==> config.mk <==
export PLATFORM = sky130hd
export DESIGN_NAME = alu_core
export DESIGN_NICKNAME = d
export VERILOG_FILES = /design/src/rtl/alu_core.sv
export SDC_FILE = /design/constraint.sdc
export NUM_CORES = 1
export LEC_CHECK = 0
export ABC_AREA = 1
export CELL_PAD_IN_SITES_DETAIL_PLACEMENT = 1
export CELL_PAD_IN_SITES_GLOBAL_PLACEMENT = 2
export CORE_UTILIZATION = 32
export DETAILED_ROUTE_END_ITERATION = 8
export DONT_BUFFER_PORTS = 1
export PLACE_DENSITY_LB_ADDON = 0.2
export SLEW_MARGIN = 30
export SYNTH_ARGS = -nofsm -noshare
export SYNTH_HDL_FRONTEND = slang
export SYNTH_SLANG_ARGS = --single-unit
==> constraint.sdc <==
create_clock -name vclk -period 5.38
set_input_delay 1.076 -clock vclk [all_inputs]
set_output_delay 1.076 -clock vclk [all_outputs]
set_load 0.05 [all_outputs]
==> src/rtl/alu_core.sv <==
// alu_core: WIDTH-bit integer ALU (ADD, SUB, AND, OR) with {N,Z,C,V} flags.
// result and flags are purely combinational. ADD and SUB share one WIDTH+1-bit adder.
// Optional status register, enabled by defining ALU_FLAG_REG_EN: flags_q captures
// the flags on posedge clk while flags_we=1. rst clears it asynchronously.
// When ALU_FLAG_REG_EN is undefined, no flops are built and flags_q is tied to 0.
module alu_core #(
    parameter int WIDTH = 32
) (
    input  logic             clk,
    input  logic             rst,
    input  logic [WIDTH-1:0] a,
    input  logic [WIDTH-1:0] b,
    input  logic [1:0]       control,
    input  logic             flags_we,
    output logic [WIDTH-1:0] result,
    output logic [3:0]       flags,
    output logic [3:0]       flags_q
);

    // Operation encodings shared with the rest of the datapath
    localparam logic [1:0] ALU_ADD = 2'b00;
    localparam logic [1:0] ALU_SUB = 2'b01;
    localparam logic [1:0] ALU_AND = 2'b10;
    localparam logic [1:0] ALU_OR  = 2'b11;

    // Flag bit masks within {N,Z,C,V}
    localparam logic [3:0] ALU_FLAG_NEG   = 4'b1000;
    localparam logic [3:0] ALU_FLAG_ZERO  = 4'b0100;
    localparam logic [3:0] ALU_FLAG_CARRY = 4'b0010;
    localparam logic [3:0] ALU_FLAG_OFLOW = 4'b0001;

    localparam int MSB = WIDTH - 1;

    logic             is_sub;
    logic [WIDTH-1:0] b_eff;
    logic [WIDTH:0]   sum_ext;
    logic             carry_out;
    logic [WIDTH-1:0] and_bits;
    logic [WIDTH-1:0] or_bits;
    logic             flag_n;
    logic             flag_z;
    logic             flag_c;
    logic             flag_v;

    // SUB reuses the adder: a + ~b + 1. The +1 enters as the carry-in.
    assign is_sub    = (control == ALU_SUB);
    assign b_eff     = is_sub ? ~b : b;
    assign sum_ext   = {1'b0, a} + {1'b0, b_eff} + {{WIDTH{1'b0}}, is_sub};
    assign carry_out = sum_ext[WIDTH];

    // Bitwise logic operations, one slice per bit
    genvar gi;
    generate
        for (gi = 0; gi < WIDTH; gi++) begin : g_logic
            assign and_bits[gi] = a[gi] & b[gi];
            assign or_bits[gi]  = a[gi] | b[gi];
        end
    endgenerate

    // Result select. All four codes are defined, so there is no default hole.
    always_comb begin
        result = sum_ext[WIDTH-1:0];
        case (control)
            ALU_ADD: result = sum_ext[WIDTH-1:0];
            ALU_SUB: result = sum_ext[WIDTH-1:0];
            ALU_AND: result = and_bits;
            ALU_OR:  result = or_bits;
            default: result = sum_ext[WIDTH-1:0];
        endcase
    end

    // Condition flags. For SUB, C is a borrow, so it is the inverted adder carry.
    always_comb begin
        flag_n = result[MSB];
        flag_z = (result == '0);
        flag_c = 1'b0;
        flag_v = 1'b0;
        case (control)
            ALU_ADD: begin
                flag_c = carry_out;
                flag_v = (a[MSB] == b[MSB]) && (result[MSB] != a[MSB]);
            end
            ALU_SUB: begin
                flag_c = ~carry_out;
                flag_v = (a[MSB] != b[MSB]) && (result[MSB] != a[MSB]);
            end
            default: begin
                flag_c = 1'b0;
                flag_v = 1'b0;
            end
        endcase
    end

    assign flags = (flag_n ? ALU_FLAG_NEG   : 4'b0000)
                 | (flag_z ? ALU_FLAG_ZERO  : 4'b0000)
                 | (flag_c ? ALU_FLAG_CARRY : 4'b0000)
                 | (flag_v ? ALU_FLAG_OFLOW : 4'b0000);

`ifdef ALU_FLAG_REG_EN
    logic [3:0] flags_q_reg;

    // Status register: asynchronous clear, loads the live flags when enabled
    always_ff @(posedge clk or posedge rst) begin
        if (rst) begin
            flags_q_reg <= 4'b0000;
        end else if (flags_we) begin
            flags_q_reg <= flags;
        end
    end

    assign flags_q = flags_q_reg;
`else
    // No status register in this build. The clock, reset and write enable are left unconnected.
    logic unused_status_inputs;
    assign unused_status_inputs = ^{clk, rst, flags_we};
    assign flags_q = 4'b0000;
`endif

endmodule

# Word-level counts from Yosys, hierarchy flattened
# Cells that the tools add are included.
totals:
  register_bits: 0
  output_inout_bits: 40
  word_cells: 90
op_classes:
  n_addsub: 2
  n_eq_ne: 6
  muxes: 8
  bitwise_logic: 69
  reduce_logical: 5
ops:
  columns: ["cell", "n"]
  rows:
  - ["$pmux 32 s3", 1]
  - ["$add 32x32->33", 1]
  - ["$add 33x1->33", 1]
  - ["$and 1x1->1", 32]
  - ["$logic_not 32->1", 1]
  - ["$mux 32", 1]
  - ["$not 32->32", 1]
  - ["$or 1x1->1", 32]
  - ["$eq 2x2->1 const B", 2]
  - ["$mux 4", 1]
  - ["$or 4x1->4", 1]
  - ["$or 4x2->4", 1]
  - ["$or 4x3->4", 1]
  - ["$pmux 1 s2", 2]
  - ["$mux 3", 1]
  - ["$eq 2x1->1 const B", 1]
  - ["$logic_and 1x1->1", 2]
  - ["$logic_not 2->1", 1]
  - ["$mux 2", 1]
  - ["$ne 1x1->1", 2]
  - ["$reduce_or 2->1", 1]
  - ["$eq 1x1->1", 1]
  - ["$mux 1", 1]
  - ["$not 1->1", 1]

# Logic depth before layout (Yosys ltp)
logic_depth:
  word_depth: 10
  mapped_depth: 24

# Worst setup path after synthesis
# No wires, ideal clock.
synth_path:
  path_type: "input to output"
  startpoint: "input control[1]"
  endpoint: "output flags[2]"
  t_arrival_ns: 4.022
  required_time_ns: 4.304
  slack_ns: 0.282
  cell_stages: 20
  cell_sequence: "inv_2 nand2_2 buf_1 xnor2_1 ha_1 nand2_1 inv_1 a21oi_1 nor2_1 nor2_1 nand2_1 nand2_1 nand2_1 o21ai_1 nor2_1 nand3_1 nor2_1 nand2_1 nor2_1 buf_4"
synth_via:
  elab_chain_cells: 10
synth_rtl:
  columns: ["element", "line", "rtl"]
  rows:
  - ["start, declared", "13", "input logic [1:0] control,"]
  - ["$eq 2x1->1", "46, 63", null]
  - ["$mux 32", "47", "assign b_eff = is_sub ? ~b : b;"]
  - ["$add 32x32->33", "48", "assign sum_ext = {1'b0, a} + {1'b0, b_eff} + {{WIDTH{1'b0}}, is_sub};"]
  - ["$add 33x1->33", "48", null]
  - ["$pmux 32 s3 (*)", "63", "case (control)"]
  - ["via result[11]", "15", "output logic [WIDTH-1:0] result,"]
  - ["$logic_not 32->1 (*)", "75", "flag_z = (result == '0);"]
  - ["via flag_z", "41", "logic flag_z;"]
  - ["$mux 3 (*)", "95", "| (flag_z ? ALU_FLAG_ZERO : 4'b0000)"]
  - ["$or 4x3->4 (*)", "95", null]
  - ["$or 4x2->4 (*)", "96", "| (flag_c ? ALU_FLAG_CARRY : 4'b0000)"]
  - ["$or 4x1->4 (*)", "97", "| (flag_v ? ALU_FLAG_OFLOW : 4'b0000);"]
  - ["end, declared", "16", "output logic [3:0] flags,"]
# The timed path passes the listed nets; every way through them passes the cells marked *.

# Worst setup path after layout
layout_path:
  startpoint: "input control[1]"
  endpoint: "output flags[2]"
layout_via:
  elab_chain_cells: 10
layout_rtl:
  columns: ["element", "line"]
  rows:
  - ["$eq 2x1->1", "46, 63"]
  - ["$mux 32", "47"]
  - ["$add 32x32->33", "48"]
  - ["$add 33x1->33", "48"]
  - ["$pmux 32 s3 (*)", "63"]
  - ["$logic_not 32->1 (*)", "75"]
  - ["$mux 3 (*)", "95"]
  - ["$or 4x3->4 (*)", "95"]
  - ["$or 4x2->4 (*)", "96"]
  - ["$or 4x1->4 (*)", "97"]
# Mark *: on every way between the ends. The rest lies on a longest branch, timed or not.

==> flow_metrics.py <==
metrics = {
    "timing": {
        "timing.final.crit_share_pct": 95.0,
        "hold_violations": 0,
        "fmax_mhz": 196,
        "hold_slack_ns": 2.37,
        "drv_slew": 0,
        "slew_headroom_pct": 59.7,
        "setup_tns_ns": 0,
        "final.min_clock_period_ns": 5.11,
        "setup_viol": 0,
        "rsz0062_at_grt": "false",
        "worst_pin_slew_ns": 0.604,
    },
    "power_and_ir_drop": {
        "power_w": 0.000779,
        "cellLeakagePower_nw": 2.29,
        "power_density_nw_per_um2": 190,
        "internal-power_w": 0.000245,
        "seqPwrFrac_pct": 0,
        "vdd_ir_drop_max_mv": 0.0914,
        "switchingPower_w": 0.000535,
        "clockPowerShare_pct": 0,
        "sw_frac_of_total_pct": 68.6,
        "pwr-share-comb_pct": 100.0,
    },
    "cells_and_area": {
        "regArea_um2": 0,
        "nClkBuffers": 0,
        "final_cell_area_um2": 4100,
        "post-route-util_pct": 37.5,
        "nets": 872,
        "layout_common_cells": "nand2_1, inv_1, nor2_1",
        "final_common_cell": "nand2_1",
        "seq_cell_count": 0,
        "drive_above_1_share_pct": 6.68,
        "diodes": 0,
        "area_growth_pct": 12.6,
    },
    "setup_path": {
        "cp-end-kind": "output port",
        "slowest_delay_ns": 0.36,
        "crit_required_ns": 4.30,
        "crit_fanout": 17,
        "cp_cell_sequence": "inv_2 > nand2_2 > buf_12 > xnor2_1 > ha_1 > a21oi_1 > o21ai_0 > inv_1 > o21ai_0 > inv_1 > nand2_1 > nand2_1 > nand3_1 > nand2_1 > nor2_1 > nand3_1 > nor2_1 > nand2_1 > nor2_1 > buf_4",
        "worst_setup_path_start_kind": "input port",
        "criticalPathCategory": "input port to output port",
        "crit_slowest_cell": "ha_1",
        "startpoint": "control[1]",
        "critical_path_arrival_ns": 4.03,
        "path_common_cell": "nand2_1",
    },
    "floorplanning": {
        "floorplan.initialDensity_pct": 33.3,
        "io_pins": 109,
        "fp-row-count": 38,
        "core_area_um2": 10900,
        "die_h_um": 109,
        "design.die.area_um2": 11800,
        "dieWidth_um": 109,
    },
    "routing": {
        "viasPerCell": 5.22,
        "drt_iter0_markers": 141,
        "routedWlPerCell_um": 15.7,
        "ant_nets": 0,
        "drc": 0,
        "drt-pass1-iter-count": 4,
        "via_count": 4712,
        "wl_um": 14100,
    },
    "clock_tree": {
        "cts_resized": 0,
        "cts_setup_buffers": 0,
        "postCtsHoldBufs": 0,
    },
    "logic_synthesis": {
        "syn_area_per_cell_um2": 4.94,
        "ys_seq_area_share_pct": 0,
        "ys_top_cells_by_area": "nand2_1, ha_1, inv_1",
        "synth.distinct_cells": 30,
        "synthCells": 737,
        "synth_top_area_share_pct": 21.9,
        "yosys_warnings": 0,
        "synth_area_um2": 3640,
        "synth_area_leader_cell": "nand2_1",
    },
    "global_routing": {
        "gr-usage-all-layers_pct": 24.1,
        "antenna_found_initial": 0,
        "grt_pass1_vias": 4761,
        "grt_first_pass_wirelength_um": 22500,
        "grt_overflow_total": 0,
        "grt_max_degree": 30,
    },
    "min_path": {
        "worstHoldPathCells": 2,
        "worstHoldStart": "a[31]",
        "hp-class": "input port to output port",
        "whs_endpoint": "flags[0]",
    },
    "placed_design": {
        "io_buffer_count": 0,
        "place_area_um2": 4100,
        "place.gp.congestion": 0.866,
        "dp.final_hpwl_um": 12400,
    },
    "run": {
        "maxCapViolCount": 0,
    },
    "run_status": {
        "status": "completed",
    },
}
critical path, delay by kind of cell:
kind,cells,cell delay [ns]
and+or+nand+nor,10,1.24
buffers and inverters,5,0.61
AOI/OAI and AO/OA,3,0.58
adders and majority gates,1,0.36
xor gates and xnor gates,1,0.14
through the flow:
step           instances  setup slack, ns
2_1_floorplan        740            0.282
3_3_place_gp         903            0.364
3_5_place_dp         903            0.305
4_1_cts              903            0.286
5_1_grt              903           0.0150
6_report             903            0.270
synth_stat cells (all sizes together):
library cell and instances:
fa 1, xnor2 27, inv 119, o21bai 2
conb 1, buf 15, a22oi 1, a31oi 25
o21ai 30, clkbuf 4, nand2 215, nand4 13
or2 1, nand3 73, nand3b 5, xor2 4
ha 37, clkinv 1, a21oi 41, nor2 112
a211oi 1, nor3 8, and3 1
metal layers:
metal  wire length, um  vias to the layer above  global-route usage [%]
li1                  -                     2411                       -
met1              6830                     2198                    32.6
met2              6690                       95                    43.6
met3               494                        8                   0.956
met4               131                        0                    2.22
met5                 0                        -                       0
power groups by stage:
stage / clock network (W) / registers [W] / logic [W]
floorplan: 0 / 0 / 0.000566
global placement: 0 / 0 / 0.000764
detailed placement: 0 / 0 / 0.000779
CTS: 0 / 0 / 0.000782
global route: 0 / 0 / 0.000862
finish: 0 / 0 / 0.000779
cells by family (layout without fill, tap and decap cells):
family | count (synthesis) | after routing | synth area share [%]
xor+xnor | 31 | 31 | 7.46
buf+inv | 139 | 162 | 15.3
compound gates | 100 | 100 | 14.9
other cells | 1 | 4 | 0.103
simple gates | 428 | 428 | 49.0
fa+ha+maj | 38 | 38 | 13.3
layout make-up:
class              instances  area [um2]
multi-input cells        601        3090
inverters                120         450
well taps                140         175
repair buffers            42         378
fillers                 1626        6840
how the worst max path moves through the flow:
stage	endpoint	slack, ns	cells past startpoint
after floorplan	flags[2]	0.28	20
after detailed placement	flags[2]	0.31	20
final	flags[2]	0.27	20
after global routing	flags[2]	0.01	20
after CTS	flags[2]	0.29	20
after global placement	flags[2]	0.36	22
Note: power is estimated with default switching activity, not from simulation.
